**src/rtl/vram_writer.sv**
```systemverilog
// vram_writer: CPU-side access port for the four-plane video RAM.
// CPU byte writes are queued in a small FIFO and drained into the shared
// 32-bit VRAM port in cycles the display fetcher leaves idle. Display fetches
// always win the port. CPU reads wait behind every queued write.
//
// Ports:
//   clk_sys, reset_n          clock, asynchronous active-low reset
//   cpu_addr/cpu_win          address (plane [14:13], offset [12:0]), window hit
//   cpu_dout/cpu_wr/cpu_rd    write data and level strobes (rising edge acts)
//   cpu_din/cpu_ready         read data, low while the CPU must wait
//   vid_req/vid_addr          display fetch request and word address
//   vid_data/vid_valid        fetched word {p0,p1,p2,p3}, one-cycle update pulse
//   ram_addr/we/be/wdata      shared VRAM port (driven in the granted cycle)
//   ram_rdata                 VRAM read data, valid the cycle after the address
//   overflow                  sticky: a write was lost
//   fifo_empty                no queued or held writes
module vram_writer #(
  parameter int FIFO_DEPTH = 4,
  parameter int ADDR_W     = 13
) (
  input  logic              clk_sys,
  input  logic              reset_n,
  input  logic [15:0]       cpu_addr,
  input  logic              cpu_win,
  input  logic [7:0]        cpu_dout,
  input  logic              cpu_wr,
  input  logic              cpu_rd,
  output logic [7:0]        cpu_din,
  output logic              cpu_ready,
  input  logic              vid_req,
  input  logic [ADDR_W-1:0] vid_addr,
  output logic [31:0]       vid_data,
  output logic              vid_valid,
  output logic [ADDR_W-1:0] ram_addr,
  output logic              ram_we,
  output logic [3:0]        ram_be,
  output logic [31:0]       ram_wdata,
  input  logic [31:0]       ram_rdata,
  output logic              overflow,
  output logic              fifo_empty
);

  localparam int IDX_W = $clog2(FIFO_DEPTH);
  localparam int PTR_W = IDX_W + 1;

  typedef struct packed {
    logic [ADDR_W-1:0] offset;
    logic [1:0]        lane;
    logic [7:0]        data;
  } wr_entry_t;

  typedef enum logic [1:0] {IDLE, DRAIN, ISSUE, WAIT} rd_state_t;

  logic              old_wr_reg, old_rd_reg;
  logic              wr_event, rd_event;
  logic [1:0]        cpu_lane;
  wr_entry_t         new_entry;
  wr_entry_t         fifo_mem [FIFO_DEPTH];
  logic [PTR_W-1:0]  wr_ptr_reg, wr_ptr_next, rd_ptr_reg, rd_ptr_next;
  logic              fifo_none, fifo_full;
  logic              hold_valid_reg, hold_valid_next;
  wr_entry_t         hold_entry_reg;
  logic              push, hold_load, hold_push, lose;
  wr_entry_t         push_entry, pop_entry;
  logic              vid_grant, pop, rd_issue;
  logic              vid_fetch_reg, vid_valid_reg;
  logic [31:0]       vid_data_reg;
  logic              wr_ready_reg, overflow_reg, fifo_empty_reg;
  rd_state_t         rd_state_reg, rd_state_next;
  logic              rd_ready_reg, rd_ready_next;
  logic [7:0]        cpu_din_reg, cpu_din_next;
  logic [ADDR_W-1:0] rd_offset_reg, rd_offset_next;
  logic [1:0]        rd_lane_reg, rd_lane_next;
  logic [7:0]        rdata_lane [4];
  logic              unused_addr_bit;

  assign unused_addr_bit = cpu_addr[15];

  assign wr_event  = cpu_wr & ~old_wr_reg & cpu_win;
  assign rd_event  = cpu_rd & ~old_rd_reg & cpu_win;
  // Plane 0 lives in the top byte, plane 3 in the bottom byte.
  assign cpu_lane  = 2'd3 - cpu_addr[14:13];
  assign new_entry = {cpu_addr[ADDR_W-1:0], cpu_lane, cpu_dout};

  // Pointers carry one extra wrap bit: equal means empty, MSB-only difference means full.
  assign fifo_none = (wr_ptr_reg == rd_ptr_reg);
  assign fifo_full = (wr_ptr_reg[IDX_W] != rd_ptr_reg[IDX_W]) &&
                     (wr_ptr_reg[IDX_W-1:0] == rd_ptr_reg[IDX_W-1:0]);
  assign pop_entry = fifo_mem[rd_ptr_reg[IDX_W-1:0]];

  // Capture side: the hold register is an overflow slot of depth one. While it is
  // occupied it owns the push path, and any further write event is discarded.
  always_comb begin
    push       = 1'b0;
    push_entry = new_entry;
    hold_load  = 1'b0;
    hold_push  = 1'b0;
    lose       = 1'b0;
    if (hold_valid_reg) begin
      if (!fifo_full) begin
        push       = 1'b1;
        push_entry = hold_entry_reg;
        hold_push  = 1'b1;
      end
      if (wr_event) begin
        lose = 1'b1;
      end
    end else if (wr_event) begin
      if (!fifo_full) begin
        push = 1'b1;
      end else begin
        hold_load = 1'b1;
      end
    end
  end

  // Port arbitration: display fetch, then queued write, then the CPU read.
  // The fetch grant is gated by reset so the port reads all-zero while held in reset.
  assign vid_grant = reset_n & vid_req;
  assign pop       = ~vid_req & ~fifo_none;
  assign rd_issue  = ~vid_req & fifo_none & (rd_state_reg == ISSUE);

  always_comb begin
    ram_addr = '0;
    if (vid_grant) begin
      ram_addr = vid_addr;
    end else if (pop) begin
      ram_addr = pop_entry.offset;
    end else if (rd_issue) begin
      ram_addr = rd_offset_reg;
    end
  end

  assign ram_we = pop;
  assign ram_be = pop ? (4'b0001 << pop_entry.lane) : 4'b0000;

  genvar gi;
  generate
    for (gi = 0; gi < 4; gi++) begin : g_lane
      assign rdata_lane[gi]       = ram_rdata[gi*8 +: 8];
      assign ram_wdata[gi*8 +: 8] = pop ? pop_entry.data : 8'h00;
    end
  endgenerate

  always_comb begin
    wr_ptr_next     = wr_ptr_reg + PTR_W'(push);
    rd_ptr_next     = rd_ptr_reg + PTR_W'(pop);
    hold_valid_next = hold_valid_reg;
    if (hold_load) begin
      hold_valid_next = 1'b1;
    end else if (hold_push) begin
      hold_valid_next = 1'b0;
    end
  end

  // CPU read sequencer.
  always_comb begin
    rd_state_next  = rd_state_reg;
    rd_ready_next  = rd_ready_reg;
    cpu_din_next   = cpu_din_reg;
    rd_offset_next = rd_offset_reg;
    rd_lane_next   = rd_lane_reg;
    case (rd_state_reg)
      IDLE: begin
        if (rd_event) begin
          rd_state_next  = DRAIN;
          rd_ready_next  = 1'b0;
          rd_offset_next = cpu_addr[ADDR_W-1:0];
          rd_lane_next   = cpu_lane;
        end
      end
      DRAIN: begin
        // An empty FIFO means its last entry was already presented to the port.
        if (fifo_none && !hold_valid_reg) begin
          rd_state_next = ISSUE;
        end
      end
      ISSUE: begin
        if (rd_issue) begin
          rd_state_next = WAIT;
        end
      end
      WAIT: begin
        cpu_din_next  = rdata_lane[rd_lane_reg];
        rd_ready_next = 1'b1;
        rd_state_next = IDLE;
      end
      default: rd_state_next = IDLE;
    endcase
  end

  // Queue storage needs no reset: the pointers define what is valid.
  always_ff @(posedge clk_sys) begin
    if (push) begin
      fifo_mem[wr_ptr_reg[IDX_W-1:0]] <= push_entry;
    end
  end

  always_ff @(posedge clk_sys or negedge reset_n) begin
    if (!reset_n) begin
      old_wr_reg     <= 1'b0;
      old_rd_reg     <= 1'b0;
      wr_ptr_reg     <= '0;
      rd_ptr_reg     <= '0;
      hold_valid_reg <= 1'b0;
      hold_entry_reg <= '0;
      wr_ready_reg   <= 1'b1;
      overflow_reg   <= 1'b0;
      fifo_empty_reg <= 1'b1;
      vid_fetch_reg  <= 1'b0;
      vid_valid_reg  <= 1'b0;
      vid_data_reg   <= '0;
      rd_state_reg   <= IDLE;
      rd_ready_reg   <= 1'b1;
      cpu_din_reg    <= '0;
      rd_offset_reg  <= '0;
      rd_lane_reg    <= '0;
    end else begin
      old_wr_reg     <= cpu_wr;
      old_rd_reg     <= cpu_rd;
      wr_ptr_reg     <= wr_ptr_next;
      rd_ptr_reg     <= rd_ptr_next;
      hold_valid_reg <= hold_valid_next;
      if (hold_load) begin
        hold_entry_reg <= new_entry;
        wr_ready_reg   <= 1'b0;
      end else if (hold_push) begin
        wr_ready_reg   <= 1'b1;
      end
      if (lose) begin
        overflow_reg <= 1'b1;
      end
      fifo_empty_reg <= (wr_ptr_next == rd_ptr_next) && !hold_valid_next;
      // The fetch address is sampled by the RAM at this edge; its data arrives next cycle.
      vid_fetch_reg  <= vid_grant;
      vid_valid_reg  <= vid_fetch_reg;
      if (vid_fetch_reg) begin
        vid_data_reg <= ram_rdata;
      end
      rd_state_reg   <= rd_state_next;
      rd_ready_reg   <= rd_ready_next;
      cpu_din_reg    <= cpu_din_next;
      rd_offset_reg  <= rd_offset_next;
      rd_lane_reg    <= rd_lane_next;
    end
  end

  assign cpu_ready  = rd_ready_reg & wr_ready_reg;
  assign cpu_din    = cpu_din_reg;
  assign vid_data   = vid_data_reg;
  assign vid_valid  = vid_valid_reg;
  assign overflow   = overflow_reg;
  assign fifo_empty = fifo_empty_reg;

endmodule

```
**config.mk**
```make
export PLATFORM = sky130hd
export DESIGN_NAME = vram_writer
export DESIGN_NICKNAME = d
export VERILOG_FILES = /design/src/rtl/vram_writer.sv
export SDC_FILE = /design/constraint.sdc
export NUM_CORES = 1
export LEC_CHECK = 0
export ABC_AREA = 1
export BUFFER_PORTS_ARGS = -buffer_cell sky130_fd_sc_hd__clkbuf_2
export CAP_MARGIN = 10
export CORE_UTILIZATION = 50
export CTS_CLUSTER_SIZE = 30
export DETAILED_ROUTE_END_ITERATION = 10
export PLACE_DENSITY = 0.79
export SLEW_MARGIN = 10
export SYNTH_ARGS = -nofsm -noshare
export SYNTH_HDL_FRONTEND = slang
export SYNTH_SLANG_ARGS = --single-unit
export TNS_END_PERCENT = 100
```
**constraint.sdc**
```tcl
create_clock -name clk_sys -period 3.1 [get_ports clk_sys]
set_input_delay 0.155 -clock clk_sys [delete_from_list [all_inputs] [get_ports clk_sys]]
set_output_delay 0.155 -clock clk_sys [all_outputs]
set_load 0.01 [all_outputs]
```
==> flow_summary.json <==
{
  "gp_congestion": 0.8364,
  "finalCritPeriodShare": 0.8740,
  "layout.nets": 1041,
  "cts-htree-levels": 4,
  "fillerInstances": 1234,
  "sw_frac_of_total": 0.3803,
  "dp.cells": 1110,
  "die_area_um2": 17090,
  "intPower_mw": 5.403,
  "fp.dieH_um": 130.7,
  "max_freq_mhz": 369.1,
  "syn_area_um2": 8283,
  "cts_buffers": 17,
  "p_seq_frac": 0.412,
  "setup-tns-final_ps": 0,
  "vias_per_cell": 5.306,
  "maxCapViolCount": 0,
  "synth_cell_types": 37,
  "drive_above_1_share": 0.2938,
  "p_sw_mw": 3.315,
  "netlist_instances": 782,
  "cts_resized": 0,
  "grt_pass1_wl_um": 30880,
  "max_stage_delay_ps": 460,
  "setup_violations": 0,
  "synth_warnings": 0,
  "setup_ws_ps": 390.7,
  "dominantRegCellSynth": "edfxtp_1",
  "crit_family": "buffers and inverters",
  "ys_ff_latch": 187,
  "relSlewSlack": 0.3326,
  "seq_area_frac_synth": 0.6210,
  "drc": 0,
  "cts_tree": "done",
  "place.port_buffers": 167,
  "fp.coreArea_um2": 16000,
  "ant_nets": 0,
  "p_leak_nw": 4.499,
  "wire_per_inst_um": 16.74,
  "dp_slack_ps": 662.1,
  "hp-class": "in -> reg",
  "clkPwrFrac": 0.238,
  "slowest_stage": "buf_4",
  "clock_skew_ps": 5.595,
  "crit_path_max_fanout": 48,
  "hold_viol": 0,
  "syn_avg_cell_area_um2": 10.59,
  "grt_max_degree": 64,
  "yosysMostFrequentCell": "nor2_1",
  "met3_length_um": 1362,
  "syn_to_final_growth_pct": 22.16,
  "arrival_ps": 2550,
  "die_x_um": 130.7,
  "path_buf_inv": 3,
  "cts.sinks": 187,
  "instances_no_fill": 1187,
  "routed_wl_um": 19870,
  "first_global_vias": 6029,
  "dp_hpwl_um": 12280,
  "status": "complete, no violations",
  "largest_reg_flops": 92,
  "routed.top_layer": "met4",
  "synth_top_area_share": 0.3335,
  "period_needed_ps": 2709,
  "synth_area_leader_cell": "edfxtp_1",
  "vias": 6298,
  "drt_iter0_drc": 594,
  "grt_use_total": 0.2451,
  "rsz0062_at_grt": "false",
  "cp-end-kind": "output port",
  "met2WireLength_um": 9789,
  "async_flop_share": 0.5080,
  "required_ps": 2940,
  "met1_length_um": 8162,
  "clock-root-buffer": "clkbuf_16",
  "synth_common_cells": "105 x nor2_1, 102 x nand2_1, 92 x dfrtp_1, 92 x edfxtp_1, 63 x o21ai_0",
  "antenna_found_initial": 0,
  "drt_first_pass_iters": 7,
  "syn-num-nets": 866,
  "worstSetupStartpointType": "register",
  "synth_enable_flop_cells": 92,
  "crit_chain": "buf_4 -> inv_2 -> o21ai_0 -> o22ai_1 -> nand2_1 -> nand3_1 -> clkbuf_2",
  "io-pin-count": 169,
  "slew_viol_final": 0,
  "cts_buffer_depth": 2,
  "power.density_nw_per_um2": 861.6,
  "worstMarginPinSlew_ps": 1001,
  "critical_path_class": "reg -> out",
  "combPwrFrac": 0.350,
  "insertion_delay_ps": 440,
  "num_rows": 46,
  "path_clk_slew_ps": 70,
  "start_util": 0.5177,
  "ir_worst_vdd_mv": 0.5673,
  "yosys-top-cells-area": "edfxtp_1 33%, dfrtp_1 28%, nor2_1 4.8%",
  "grt_overflow": 0,
  "postCtsSetupBuffers": 0
}
-- repair_timing --
item | CTS | global route
hold endpoints to repair | 77 | 0
setup endpoints to repair | 0 | 0
hold buffers | 44 | 0
-- worst reg2reg max path: stages (launching register included) --
cell and delay, ps:
dfrtp_1 440, inv_1 140, nand2_1 80, nand2_2 90
nand2_2 90, nor2_2 100, buf_4 210, inv_2 40
nand2_1 80, inv_2 170, ha_1 230, ha_1 190
xor2_1 220, xnor2_1 150, nand3_1 90, nor2_1 100
-- worst paths after layout --
kind | start | to | slack (ps) | depth (start not counted)
min in group asynchronous | reset_n | vid_data[28] | 210 | 2
hold reg to reg | wr_ready_reg | wr_ready_reg | 470 | 2
max in group asynchronous | reset_n | hold_entry_reg[7] | 1680 | 3
setup reg to reg | wr_ptr_reg[1] | fifo_empty | 630 | 15
setup / recovery | rd_ptr_reg[0] | ram_addr[4] | 390 | 7
hold / removal | cpu_addr[7] | hold_entry_reg[17] | 10 | 3
-- stage by stage --
step | total power [mW] | area [um2] | util | hold slack [ps]
after floorplan | 5.747 | 8283 | - | -140.6
after global placement | 6.471 | 9107 | 0.5692 | 127.1
after detailed placement | 6.596 | 9107 | 0.5692 | 130.2
after CTS | 8.707 | 10120 | 0.6322 | 5.728
after global routing | 9.248 | 10120 | 0.6322 | 22.83
final | 8.718 | 10120 | 0.6324 | 10.05
-- area by class of cell --
cell class,count,area (um2),area share
flip-flops and latches,187,5144,0.5083
multi-input cells,468,2524,0.2494
repair buffers,224,1389,0.1373
clock buffers,18,439.2,0.04340
well taps,216,270.3,0.02671
inverters,59,221.5,0.02189
clock inverters,14,128.9,0.01274
diodes,1,2.502,0.0002473
-- cell usage in the layout (no fill, tap or decap), types with 3 or more instances in the layout --
cell           instances
a21oi_2               23
clkinv_4               3
buf_4                 13
inv_1                 54
clkbuf_2             166
clkbuf_16             17
o21ai_2                8
inv_2                  5
o21ai_0               63
ha_1                   9
nor2_1               105
o21ai_1               17
o22ai_1               13
edfxtp_1              92
dfstp_2                3
nor3_2                 4
dlygate4sd3_1         44
nand3_1               17
nand4_1               17
nand2_2                3
nor2_2                 7
dfrtp_1               92
nand2_1              102
o211ai_1               8
a31oi_1                8
a21oi_1               34
xnor2_1                3
inv_6                  5
mux2_2                16
-- kinds of logic (layout without fill, tap and decap cells) --
| family | after synthesis | count (layout) | share of synthesized area |
|---|---|---|---|
| other | 0 | 1 | 0 |
| AOI/OAI and AO/OA | 177 | 177 | 0.1279 |
| DFF | 187 | 187 | 0.6210 |
| xor gates and xnor gates | 6 | 6 | 0.007252 |
| and+or+nand+nor | 260 | 260 | 0.1317 |
| adders and majority gates | 9 | 9 | 0.01360 |
| buffers and inverters | 127 | 315 | 0.07673 |
| muxes | 16 | 16 | 0.02175 |
-- metal layers --
layer  GRT usage  up-vias
li1            -     2998
met5           0        -
met1      0.3112     2980
met4      0.1041        0
met2      0.4018      272
met3     0.06148       48
-- power groups by stage --
stage | registers (mW) | logic (mW) | clock network [mW]
3_3_place_gp | 3.60 | 2.87 | 0
5_1_grt | 3.65 | 3.43 | 2.17
4_1_cts | 3.58 | 3.04 | 2.09
3_5_place_dp | 3.62 | 2.97 | 0
2_1_floorplan | 3.54 | 2.21 | 0
6_report | 3.59 | 3.05 | 2.07
(Power assumes the default switching activity.)
